## config.mk

```make
export PLATFORM = sky130hd
export DESIGN_NAME = bist_transmitter
export DESIGN_NICKNAME = d
export VERILOG_FILES = /design/src/rtl/bist_pkg.sv /design/src/rtl/lfsr.sv /design/src/rtl/bist_transmitter.sv
export SDC_FILE = /design/constraint.sdc
export NUM_CORES = 1
export LEC_CHECK = 0
export CORE_MARGIN = 2
export CORE_UTILIZATION = 52
export CTS_CLUSTER_DIAMETER = 80
export DETAILED_ROUTE_END_ITERATION = 16
export PLACE_DENSITY = 0.86
export SYNTH_ARGS = -nofsm -noshare
export SYNTH_HDL_FRONTEND = slang
export SYNTH_SLANG_ARGS = --single-unit
```

## constraint.sdc

```tcl
create_clock -name clk -period 7.3 [get_ports clk]
set_input_delay 1.46 -clock clk [delete_from_list [all_inputs] [get_ports clk]]
set_output_delay 1.46 -clock clk [all_outputs]
set_load 0.01 [all_outputs]
```

## src/rtl/bist_pkg.sv

```systemverilog
// Shared types and defaults for the link BIST transmitter/receiver pair.
// Both ends must agree on the LFSR width, seed, polynomial and test length.
`timescale 1ns/1ps
package bist_pkg;

    typedef enum logic [1:0] {TEST, WAIT, MISSION, FAIL} bist_tx_state_t;

    localparam int                BIST_LFSR_W     = 32;
    localparam logic [31:0]       BIST_SEED       = 32'hdeadbeef;
    localparam int                BIST_TEST_CASES = 1000;

    // Fibonacci feedback for x^32 + x^22 + x^2 + x + 1.
    function automatic logic lfsr_feedback(input logic [BIST_LFSR_W-1:0] s);
        return s[31] ^ s[21] ^ s[1] ^ s[0];
    endfunction

endpackage

```

## src/rtl/lfsr.sv

```systemverilog
// 32-bit Fibonacci LFSR with asynchronous reset to SEED.
// A load port lets the owner overwrite (or hold) the state for a cycle.
`timescale 1ns/1ps
module lfsr
    import bist_pkg::*;
#(
    parameter logic [BIST_LFSR_W-1:0] SEED = BIST_SEED
) (
    input  logic                   clk,
    input  logic                   reset,
    input  logic                   load,
    input  logic [BIST_LFSR_W-1:0] load_value,
    output logic [BIST_LFSR_W-1:0] state
);

    logic [BIST_LFSR_W-1:0] state_reg;

    always_ff @(posedge clk or posedge reset) begin
        if (reset) begin
            state_reg <= SEED;
        end else if (load) begin
            state_reg <= load_value;
        end else begin
            state_reg <= {state_reg[BIST_LFSR_W-2:0], lfsr_feedback(state_reg)};
        end
    end

    assign state = state_reg;

endmodule

```

## src/rtl/bist_transmitter.sv

```systemverilog
// Driving side of the link BIST: LFSR pattern for TEST_CASES cycles, then verdict,
// then mission pass-through or parked link. Optional: BIST_TRANSMITTER_FAULT_INJECT_EN.
`timescale 1ns/1ps
module bist_transmitter
    import bist_pkg::*;
#(
    parameter int                     TEST_CHANNELS = 70,
    parameter logic [BIST_LFSR_W-1:0] SEED          = BIST_SEED,
    parameter int                     TEST_CASES    = BIST_TEST_CASES,
    parameter int                     TIMEOUT       = 64
) (
    input  logic                     clk,
    input  logic                     reset,
    input  logic [TEST_CHANNELS-1:0] func_channels,
    input  logic                     rx_ready,
    input  logic                     rx_failed,
    output logic [TEST_CHANNELS-1:0] tx_channels,
    output logic                     testing,
    output logic                     link_up,
    output logic                     error,
    output logic                     timeout
`ifdef BIST_TRANSMITTER_FAULT_INJECT_EN
    ,
    input  logic                     inject_fault
`endif
);

    bist_tx_state_t         state_reg;
    bist_tx_state_t         state_next;
    logic [31:0]            case_cnt_reg;
    logic [31:0]            wait_cnt_reg;
    logic                   timeout_reg;
    logic                   timeout_set;
    logic [BIST_LFSR_W-1:0] lfsr_state;
    logic [TEST_CHANNELS-1:0] pattern;

    // Outside TEST the LFSR reloads its own value, i.e. holds.
    lfsr #(
        .SEED(SEED)
    ) u_lfsr (
        .clk       (clk),
        .reset     (reset),
        .load      (state_reg != TEST),
        .load_value(lfsr_state),
        .state     (lfsr_state)
    );

    // Zero-extend or truncate the LFSR onto the link width.
    generate
        for (genvar gi = 0; gi < TEST_CHANNELS; gi++) begin : g_pattern
            if (gi < BIST_LFSR_W) begin : g_lfsr_bit
                assign pattern[gi] = lfsr_state[gi];
            end else begin : g_zero_bit
                assign pattern[gi] = 1'b0;
            end
        end
    endgenerate

    always_ff @(posedge clk or posedge reset) begin
        if (reset) begin
            state_reg    <= TEST;
            case_cnt_reg <= '0;
            wait_cnt_reg <= '0;
            timeout_reg  <= 1'b0;
        end else begin
            state_reg <= state_next;
            if (state_reg == TEST) begin
                case_cnt_reg <= case_cnt_reg + 32'd1;
            end
            if (state_reg == WAIT) begin
                wait_cnt_reg <= wait_cnt_reg + 32'd1;
            end
            if (timeout_set) begin
                timeout_reg <= 1'b1;
            end
        end
    end

    always_comb begin
        state_next  = state_reg;
        timeout_set = 1'b0;
        case (state_reg)
            TEST: begin
                if (case_cnt_reg == 32'(TEST_CASES - 1)) begin
                    state_next = WAIT;
                end
            end
            WAIT: begin
                // A verdict on the same cycle as the timeout wins.
                if (rx_ready) begin
                    state_next = rx_failed ? FAIL : MISSION;
                end else if (wait_cnt_reg == 32'(TIMEOUT - 1)) begin
                    state_next  = FAIL;
                    timeout_set = 1'b1;
                end
            end
            default: state_next = state_reg;
        endcase
    end

    always_comb begin
        tx_channels = '0;
        testing     = 1'b0;
        link_up     = 1'b0;
        error       = 1'b0;
        case (state_reg)
            TEST: begin
                testing     = 1'b1;
                tx_channels = pattern;
`ifdef BIST_TRANSMITTER_FAULT_INJECT_EN
                tx_channels[0] = pattern[0] ^ inject_fault;
`endif
            end
            WAIT:    testing = 1'b1;
            MISSION: begin
                link_up     = 1'b1;
                tx_channels = func_channels;
            end
            FAIL:    error = 1'b1;
            default: tx_channels = '0;
        endcase
    end

    assign timeout = timeout_reg;

endmodule

```

==> out/qor.csv, run 1 <==
metric,value,unit
status,completed,
Die H,104,microns
"commonest non-fill, non-tap cell in the layout",clkdlybuf4s50_1,
"Req. time, crit path",5.84,ns
Syn Inst Count,465,
"Net Count, Synth",541,
CP arrival,2.79,ns
Clock transition at path regs,0.09,ns
layout cells sized above 1,14.4,%
FP Rows,36,
FF-to-FF path depth,4,
CTS tree,done,
Max-Cap Viols,0,
Core Box Area,9680,sq um
share of the synthesized area in the top cell type,36.4,%
Tightest Pin Transition,1.09,ns
postcts setup bufs,0,
GP Congestion,0.830,
detailed placer's ending HPWL,8.51,mm
"EDFF count, synth",0,
worst hold stages,1,
WP buf/inv,3,
placed cell areas,6740,sq um
Synth Flop Type,dfrtp_1,
clock buffer depth,2,
HP Start,case_cnt_reg[31]$_DFFE_PP0P_,
routed via count,4018,
Port Buffer Count,147,
final core occ,71.8,%
via/cell ratio,5.39,
CTS Hold Buffers Added,0,
number of remaining DRC errors,0,
Worst path top cell family by delay,flip-flops,
Leakage Power,3.17,nW
slowest cell delay on critical path,1.10,ns
post-route ant nets,0,
CP max stage cell,dfrtp_2,
Tightest Hold Check Type,reg2reg,
Yosys reg bits,99,
Wirelength per Cell,15.6,microns
flop2flop setup slack,4.93,ns
Total GRT Usage,22.2,%
Reg area,2510,sq um
"Design Area, Final",6960,sq um
Die Wd,104,microns
clock sink total,99,
r2r startpoint,state_reg[1]$_DFFE_PP0P_,
setup TNS,0,ns
register area share after synthesis,48.6,%
Area Growth Syn to Fin,34.9,%
ys async rst share,100,%
CP Capture Type,output pin,
Skew-Pair Late Insertion Delay,0.37,ns
crit start category,register,
routed wire length,11.6,mm
pin count of the biggest net entering global routing,53,
Initial Utilization,53.2,%
synth top area cells,"dfrtp_1 36%, dfstp_2 12%, xnor2_1 9.7%",
post_cts resized,0,
Yosys warnings,0,
Final Cycle Share,58.3,%
largest area contributor in the netlist,dfrtp_1,
Die Footprint,10700,sq um
I/O pin count,148,
cell chain of the critical path,inv_2 -> nor2_1 -> buf_4 -> and2_1 -> clkdlybuf4s50_1,
Clock Skew,0.0120,ns
Root Driver,clkbuf_8,
Multi-input gate area,2540,sq um
Min-Delay Endpoint,case_cnt_reg[31]$_DFFE_PP0P_,
most frequent cells in the layout,"147 x clkdlybuf4s50_1, 74 x dfrtp_1, 57 x xnor2_1",
final hold viol count,0,
1st-iter DRT viols,173,
final net count,683,
FF-to-FF End,wait_cnt_reg[31]$_DFFE_PP0P_,
initial antenna violation count,0,
htree depth,3,
FILL cells,670,
Max Clk Rate,0.235,GHz
syn avg cell area,11.1,sq um
DRT Pass-1 Iters,6,
post-layout min period,4.25,ns
worst-path maximum fanout,41,
Final setup viols,0,
first-pass GRT wire length,19.4,mm
CTS buffer count,9,
RSZ-0062 raised after global routing,false,
critical path type,reg2out,
Final Max Tran Viols,0,
total gr overflow,0,
Power Density,143,nW/um^2
vias in the first global route,4067,
unique cell type count in the Yosys netlist,34,
antenna cells,0,
maximum vdd drop,0.103,mV
Post-Syn Area,5160,sq um
Worst slew margin,27.3,%
[metrics by stage]
stage                     cells  total power (W)  setup slack, ns  hold slack, ns
after detailed placement    729         0.000615             3.12           0.471
after CTS                   745         0.000999             2.99           0.486
after global routing        745          0.00103             2.82           0.491
final                       745         0.000992             3.05           0.487
after global placement      729         0.000614             3.13           0.463
after floorplan             465         0.000572             3.29           0.447
[kinds of logic (layout without fill, tap and decap cells)]
| family | count (synthesis) | count (layout) | share of synthesized area (%) |
|---|---|---|---|
| XOR/XNOR | 65 | 65 | 11.0 |
| AND/OR/NAND/NOR | 206 | 206 | 23.9 |
| adder cells (fa/ha/maj) | 2 | 2 | 0.485 |
| AO/OA/AOI/OAI | 4 | 4 | 0.558 |
| buffers and inverters | 25 | 172 | 2.16 |
| multiplexers | 64 | 64 | 13.2 |
| flip-flops | 99 | 99 | 48.6 |
[routing by layer]
metal	global-route usage (%)	vias up	wire length, microns
li1	-	1901	-
met1	25.4	1988	4560
met2	41.4	118	6310
met3	5.92	11	608
met4	5.12	0	154
met5	0	-	0
[where the power goes]
| part | total [W] | switching (W) | internal [W] |
|---|---|---|---|
| logic | 0.0000550 | 0.0000176 | 0.0000374 |
| clock network | 0.000389 | 0.000185 | 0.000204 |
| registers | 0.000549 | 0 | 0.000549 |
| total | 0.000992 | 0.000203 | 0.000790 |
[cell usage after synthesis, types with 2 or more instances]
cell,n
dfrtp_1,75
nand4_1,24
nor4_2,2
nand3_1,28
ha_1,2
clkbuf_1,9
nor4_1,12
o31ai_1,3
dfstp_2,24
and3_1,8
nor4_4,2
mux2_2,32
inv_1,5
nor2_1,43
and4_1,9
and2_1,43
buf_2,8
nand4bb_4,2
buf_4,2
mux2i_1,32
nor3_2,2
nand2_1,20
xor2_1,8
nor3_1,4
xnor2_1,57
[cell type report]
class                   count  area share, %
well taps                 133           2.39
repair buffers            150           21.5
multi-input cells         341           36.6
inverters                   6          0.342
clock buffers              12           2.09
flip-flops and latches     99           36.1
clock inverters             4           1.06
[worst max path at each step]
stage / cells past startpoint / end / startpoint
floorplan: 1 / case_cnt_reg[0]$_DFFE_PP0P_ / reset
global placement: 4 / tx_channels[9] / func_channels[9]
detailed placement: 4 / tx_channels[0] / func_channels[0]
CTS: 5 / tx_channels[41] / state_reg[1]$_DFFE_PP0P_
global route: 5 / tx_channels[41] / state_reg[1]$_DFFE_PP0P_
finish: 5 / tx_channels[41] / state_reg[1]$_DFFE_PP0P_
(Power assumes the default switching activity.)
==> inputs of run 2 (changes only) <==
--- a/config.mk
+++ b/config.mk
@@ -6,10 +6,10 @@
 export NUM_CORES = 1
 export LEC_CHECK = 0
 export CORE_MARGIN = 2
-export CORE_UTILIZATION = 52
+export CORE_UTILIZATION = 43
 export CTS_CLUSTER_DIAMETER = 80
 export DETAILED_ROUTE_END_ITERATION = 16
-export PLACE_DENSITY = 0.86
+export PLACE_DENSITY = 0.76
 export SYNTH_ARGS = -nofsm -noshare
 export SYNTH_HDL_FRONTEND = slang
 export SYNTH_SLANG_ARGS = --single-unit
==> constraint.sdc (replaced) <==
create_clock -name clk -period 3.61 [get_ports clk]
set_input_delay 0.722 -clock clk [delete_from_list [all_inputs] [get_ports clk]]
set_output_delay 0.722 -clock clk [all_outputs]
set_load 0.01 [all_outputs]
==> out/qor.csv, run 2 (synthesis gave the netlist of run 1 again) <==
metric,value,unit,change
Skew-Pair Late Insertion Delay,0.34,ns,-0.03 ns
Max Clk Rate,0.336,GHz,
routed wire length,11.8,mm,+1.4%
CTS tree,done,,
Port Buffer Count,147,,unchanged
Final setup viols,0,,unchanged
setup TNS,0,ns,unchanged
FF-to-FF path depth,5,,+1
Int Power,0.00171,W,+120%
Logic pwr share,5.2,%,-0.3 points
post-layout min period,2.98,ns,
Max-Cap Viols,0,,unchanged
worst-path maximum fanout,30,,-27%
clock buffer depth,2,,unchanged
detailed placer's ending HPWL,8.59,mm,+0.90%
Worst slew margin,33.1,%,+5.8 points
Place WS,0.934,ns,-2.19 ns
Final Cycle Share,82.5,%,
Die H,114,microns,+9.6%
switching power,0.000462,W,+130%
routed via count,3966,,-1.3%
Reg area,2510,sq um,unchanged
pin count of the biggest net entering global routing,85,,+60%
most frequent cells in the layout,"147 x clkdlybuf4s50_1, 74 x dfrtp_1, 57 x xnor2_1",,
Area Growth Syn to Fin,37.2,%,
Final Worst Setup Slack,0.631,ns,-2.42 ns
post-route ant nets,0,,unchanged
Wirelength per Cell,15.6,microns,about the same
Clk pwr share,43.6,%,+4.4 points
final hold viol count,0,,unchanged
Total GRT Usage,19.1,%,-3.1 points
GP Congestion,0.823,,-0.76%
CTS Hold Buffers Added,0,,unchanged
initial antenna violation count,0,,unchanged
Die Footprint,12900,sq um,+20%
final net count,684,,+0.15%
crit start category,register,,
Final Max Tran Viols,0,,unchanged
Clock Skew,0.00783,ns,-0.00413 ns
Die Wd,114,microns,+9.6%
Power Density,307,nW/um^2,+110%
total gr overflow,0,,unchanged
total power,0.00217,W,+120%
clock sink total,99,,unchanged
"Design Area, Final",7070,sq um,+1.7%
CP arrival,2.26,ns,-0.53 ns
final core occ,61.1,%,-11 points
Root Driver,clkbuf_16,,
vias in the first global route,4129,,+1.5%
number of remaining DRC errors,0,,unchanged
worst hold stages,1,,unchanged
Multi-input gate area,2540,sq um,unchanged
postcts setup bufs,0,,unchanged
Leakage Power,3.21,nW,+1.4%
RSZ-0062 raised after global routing,false,,
"commonest non-fill, non-tap cell in the layout",clkdlybuf4s50_1,,
via/cell ratio,5.25,,-2.7%
post_cts resized,0,,unchanged
Core Box Area,11600,sq um,+19%
maximum vdd drop,0.258,mV,+150%
"Req. time, crit path",2.89,ns,-2.95 ns
FILL cells,944,,+41%
1st-iter DRT viols,255,,+47%
I/O pin count,148,,unchanged
Reg power frac,51.2,%,-4.1 points
Tightest Hold Check Type,reg2reg,,
antenna cells,0,,unchanged
Switching Share,21.3,%,+0.89 points
DRT Pass-1 Iters,4,,-2
layout cells sized above 1,14.8,%,+0.47 points
status,completed,,
Tightest Pin Transition,1.00,ns,-0.0889 ns
htree depth,3,,unchanged
critical path type,reg2out,,
placed cell areas,6770,sq um,+0.48%
first-pass GRT wire length,19.7,mm,+1.6%
FP Rows,39,,+8.3%
Clock transition at path regs,0.07,ns,-0.02 ns
Initial Utilization,44.6,%,-8.7 points
CP Capture Type,output pin,,
CTS buffer count,9,,unchanged
## run 2: worst paths after layout
kind,from,endpoint,slack [ns]
worst min-delay path,case_cnt_reg[31]$_DFFE_PP0P_,case_cnt_reg[31]$_DFFE_PP0P_,0.48
max in group asynchronous,reset,u_lfsr.state[21]$_DFFE_PP1P_,2.23
worst min register to register,case_cnt_reg[31]$_DFFE_PP0P_,case_cnt_reg[31]$_DFFE_PP0P_,0.48
worst max-delay path,state_reg[1]$_DFFE_PP0P_,tx_channels[29],0.63
min in group asynchronous,reset,wait_cnt_reg[26]$_DFFE_PP0P_,0.64
worst max register to register,state_reg[0]$_DFFE_PP0P_,wait_cnt_reg[27]$_DFFE_PP0P_,1.41
## run 2: power by group through the flow
stage          registers, W  logic [W]  clock network (W)
3_3_place_gp        0.00113   0.000113                  0
2_1_floorplan       0.00113  0.0000269                  0
6_report            0.00111   0.000113           0.000945
4_1_cts             0.00111   0.000115           0.000972
3_5_place_dp        0.00113   0.000115                  0
5_1_grt             0.00111   0.000124            0.00101
## run 2: stage by stage
step	hold slack (ns)	cells
2_1_floorplan	0.447	465
3_3_place_gp	0.466	740
3_5_place_dp	0.468	740
4_1_cts	0.485	756
5_1_grt	0.508	756
6_report	0.482	756
## run 2: worst max-delay path: stages, from the launching register on
cell and delay, ns:
dfrtp_2 0.55, buf_4 0.49, mux2i_1 0.15, nor2_1 0.13, clkdlybuf4s50_1 0.57
## run 2: area by class of cell
type / instances / area share, %
multi-input cells: 341 / 36.0
flip-flops and latches: 99 / 35.5
repair buffers: 151 / 21.4
clock buffers: 10 / 3.54
well taps: 143 / 2.53
clock inverters: 6 / 0.725
inverters: 6 / 0.336
## run 2: layer usage
metal | GRT usage [%] | part of all wire [%] | up-vias
li1 | - | - | 1904
met1 | 22.5 | 42 | 1929
met2 | 33.6 | 51 | 123
met3 | 6.38 | 6.0 | 10
met4 | 4.63 | 1.2 | 0
met5 | 0 | 0 | -
==> inputs of run 3 (changes only) <==
==> constraint.sdc (replaced) <==
create_clock -name clk -period 2.6 [get_ports clk]
set_input_delay 0.52 -clock clk [delete_from_list [all_inputs] [get_ports clk]]
set_output_delay 0.52 -clock clk [all_outputs]
set_load 0.01 [all_outputs]
==> out/qor.csv, run 3 (synthesis gave the netlist of run 1 again) <==
metric,value,unit,change
postcts setup bufs,0,,unchanged
via/cell ratio,5.24,,-0.20%
Area Growth Syn to Fin,38.6,%,
CTS tree,done,,
cell chain of the critical path,inv_2 -> nor2_1 -> buf_4 -> and2_1 -> clkdlybuf4s50_1,,
Switching Share,20.8,%,-0.55 points
routed via count,3979,,+0.33%
number of remaining DRC errors,0,,unchanged
clock sink total,99,,unchanged
Clk pwr share,43.6,%,about the same
flop2flop setup slack,0.55,ns,-0.86 ns
FILL cells,911,,-3.5%
FF-to-FF End,wait_cnt_reg[9]$_DFFE_PP0P_,,
Core Box Area,11600,sq um,unchanged
crit start category,register,,
initial antenna violation count,0,,unchanged
status,completed,,
worst hold stages,1,,unchanged
Die H,114,microns,unchanged
Reg area,2510,sq um,unchanged
clock buffer depth,2,,unchanged
first-pass GRT wire length,20.2,mm,+2.4%
antenna cells,0,,unchanged
Final setup viols,0,,unchanged
htree depth,3,,unchanged
Final Cycle Share,94.4,%,
r2r startpoint,state_reg[0]$_DFFE_PP0P_,,
RSZ-0062 raised after global routing,false,,
Leakage Power,3.24,nW,+1.0%
CTS Hold Buffers Added,0,,unchanged
maximum vdd drop,0.314,mV,+22%
FF-to-FF path depth,6,,+1
vias in the first global route,4132,,+0.073%
Initial Utilization,44.6,%,unchanged
HP Start,wait_cnt_reg[31]$_DFFE_PP0P_,,
Tightest Pin Transition,0.607,ns,-0.394 ns
final net count,688,,+0.58%
most frequent cells in the layout,"147 x clkdlybuf4s50_1, 74 x dfrtp_1, 57 x xnor2_1",,
Die Footprint,12900,sq um,unchanged
total gr overflow,0,,unchanged
final hold viol count,0,,unchanged
layout cells sized above 1,15.4,%,+0.55 points
Port Buffer Count,147,,unchanged
detailed placer's ending HPWL,8.85,mm,+3.1%
I/O pin count,148,,unchanged
post-route ant nets,0,,unchanged
DRT Pass-1 Iters,4,,unchanged
post_cts resized,0,,unchanged
switching power,0.000627,W,+36%
Place WS,0.322,ns,-0.611 ns
Reg power frac,51.0,%,-0.2 points
Int Power,0.00239,W,+40%
pin count of the biggest net entering global routing,45,,-47%
Clock Skew,0.0112,ns,+0.00340 ns
Max-Cap Viols,0,,unchanged
Skew-Pair Late Insertion Delay,0.35,ns,about the same
Logic pwr share,5.3,%,about the same
Min-Delay Endpoint,wait_cnt_reg[31]$_DFFE_PP0P_,,
Final Max Tran Viols,0,,unchanged
CTS buffer count,9,,unchanged
setup TNS,0,ns,unchanged
Root Driver,clkbuf_16,,
routed wire length,11.8,mm,+0.27%
Wirelength per Cell,15.6,microns,-0.26%
CP max stage cell,clkdlybuf4s50_1,,
FP Rows,39,,unchanged
Tightest Hold Check Type,reg2reg,,
Multi-input gate area,2540,sq um,unchanged
CP Capture Type,output pin,,
Clock transition at path regs,0.07,ns,about the same
"Req. time, crit path",2.08,ns,-0.81 ns
1st-iter DRT viols,250,,-2.0%
worst-path maximum fanout,39,,+30%
Max Clk Rate,0.407,GHz,
Die Wd,114,microns,unchanged
Worst slew margin,59.3,%,+26 points
"commonest non-fill, non-tap cell in the layout",clkdlybuf4s50_1,,
Total GRT Usage,19.6,%,+0.50 points
Final Worst Setup Slack,0.146,ns,-0.485 ns
GP Congestion,0.822,,-0.17%
critical path type,reg2out,,
CP arrival,1.93,ns,-0.33 ns
slowest cell delay on critical path,0.61,ns,+0.04 ns
Power Density,423,nW/um^2,+38%
post-layout min period,2.45,ns,
run 3: per-layer routing:
layer,track usage (%),wire (microns),up-vias
li1,-,-,1914
met1,23.7,4950,1948
met2,34.3,6170,105
met3,5.10,541,12
met4,6.10,155,0
met5,0,0,-
run 3: area by class of cell:
class                           count  area share (%)
Multi-Input combinational cell    341            35.6
Inverter                            6           0.368
Timing Repair Buffer              155            22.1
Clock inverter                      5           0.595
Tap cell                          143            2.50
Sequential cell                    99            35.1
Clock buffer                       11            3.69
run 3: metrics by stage:
stage	area [sq um]	power, W	cells	hold WS, ns	utilization (%)
global placement	6840	0.00173	744	0.463	59.1
CTS	7150	0.00306	760	0.486	61.8
floorplan	5160	0.00161	465	0.447	-
finish	7150	0.00302	760	0.486	61.8
global route	7150	0.00313	760	0.509	61.8
detailed placement	6840	0.00173	744	0.475	59.1
run 3: power groups by stage:
stage | logic (W) | registers, W | clock network (W)
3_3_place_gp | 0.000162 | 0.00157 | 0
5_1_grt | 0.000177 | 0.00154 | 0.00142
2_1_floorplan | 0.0000378 | 0.00157 | 0
3_5_place_dp | 0.000164 | 0.00157 | 0
6_report | 0.000161 | 0.00154 | 0.00132
4_1_cts | 0.000165 | 0.00154 | 0.00135
run 3: critical path, delay by kind of cell (launching register included):
family,cells,cell delay (ns)
buffers and inverters,3,0.94
DFF,1,0.40
and+or+nand+nor,2,0.25
run 3: worst max-delay path by stage:
stage | from | to | cells after the start | slack (ns)
after detailed placement | func_channels[27] | tx_channels[27] | 4 | 0.32
after CTS | state_reg[1]$_DFFE_PP0P_ | tx_channels[68] | 5 | 0.09
after floorplan | state_reg[1]$_DFFE_PP0P_ | tx_channels[45] | 6 | 0.72
after global placement | func_channels[29] | tx_channels[29] | 4 | 0.34
after global routing | state_reg[1]$_DFFE_PP0P_ | tx_channels[68] | 5 | 0.02
final | state_reg[1]$_DFFE_PP0P_ | tx_channels[68] | 5 | 0.15
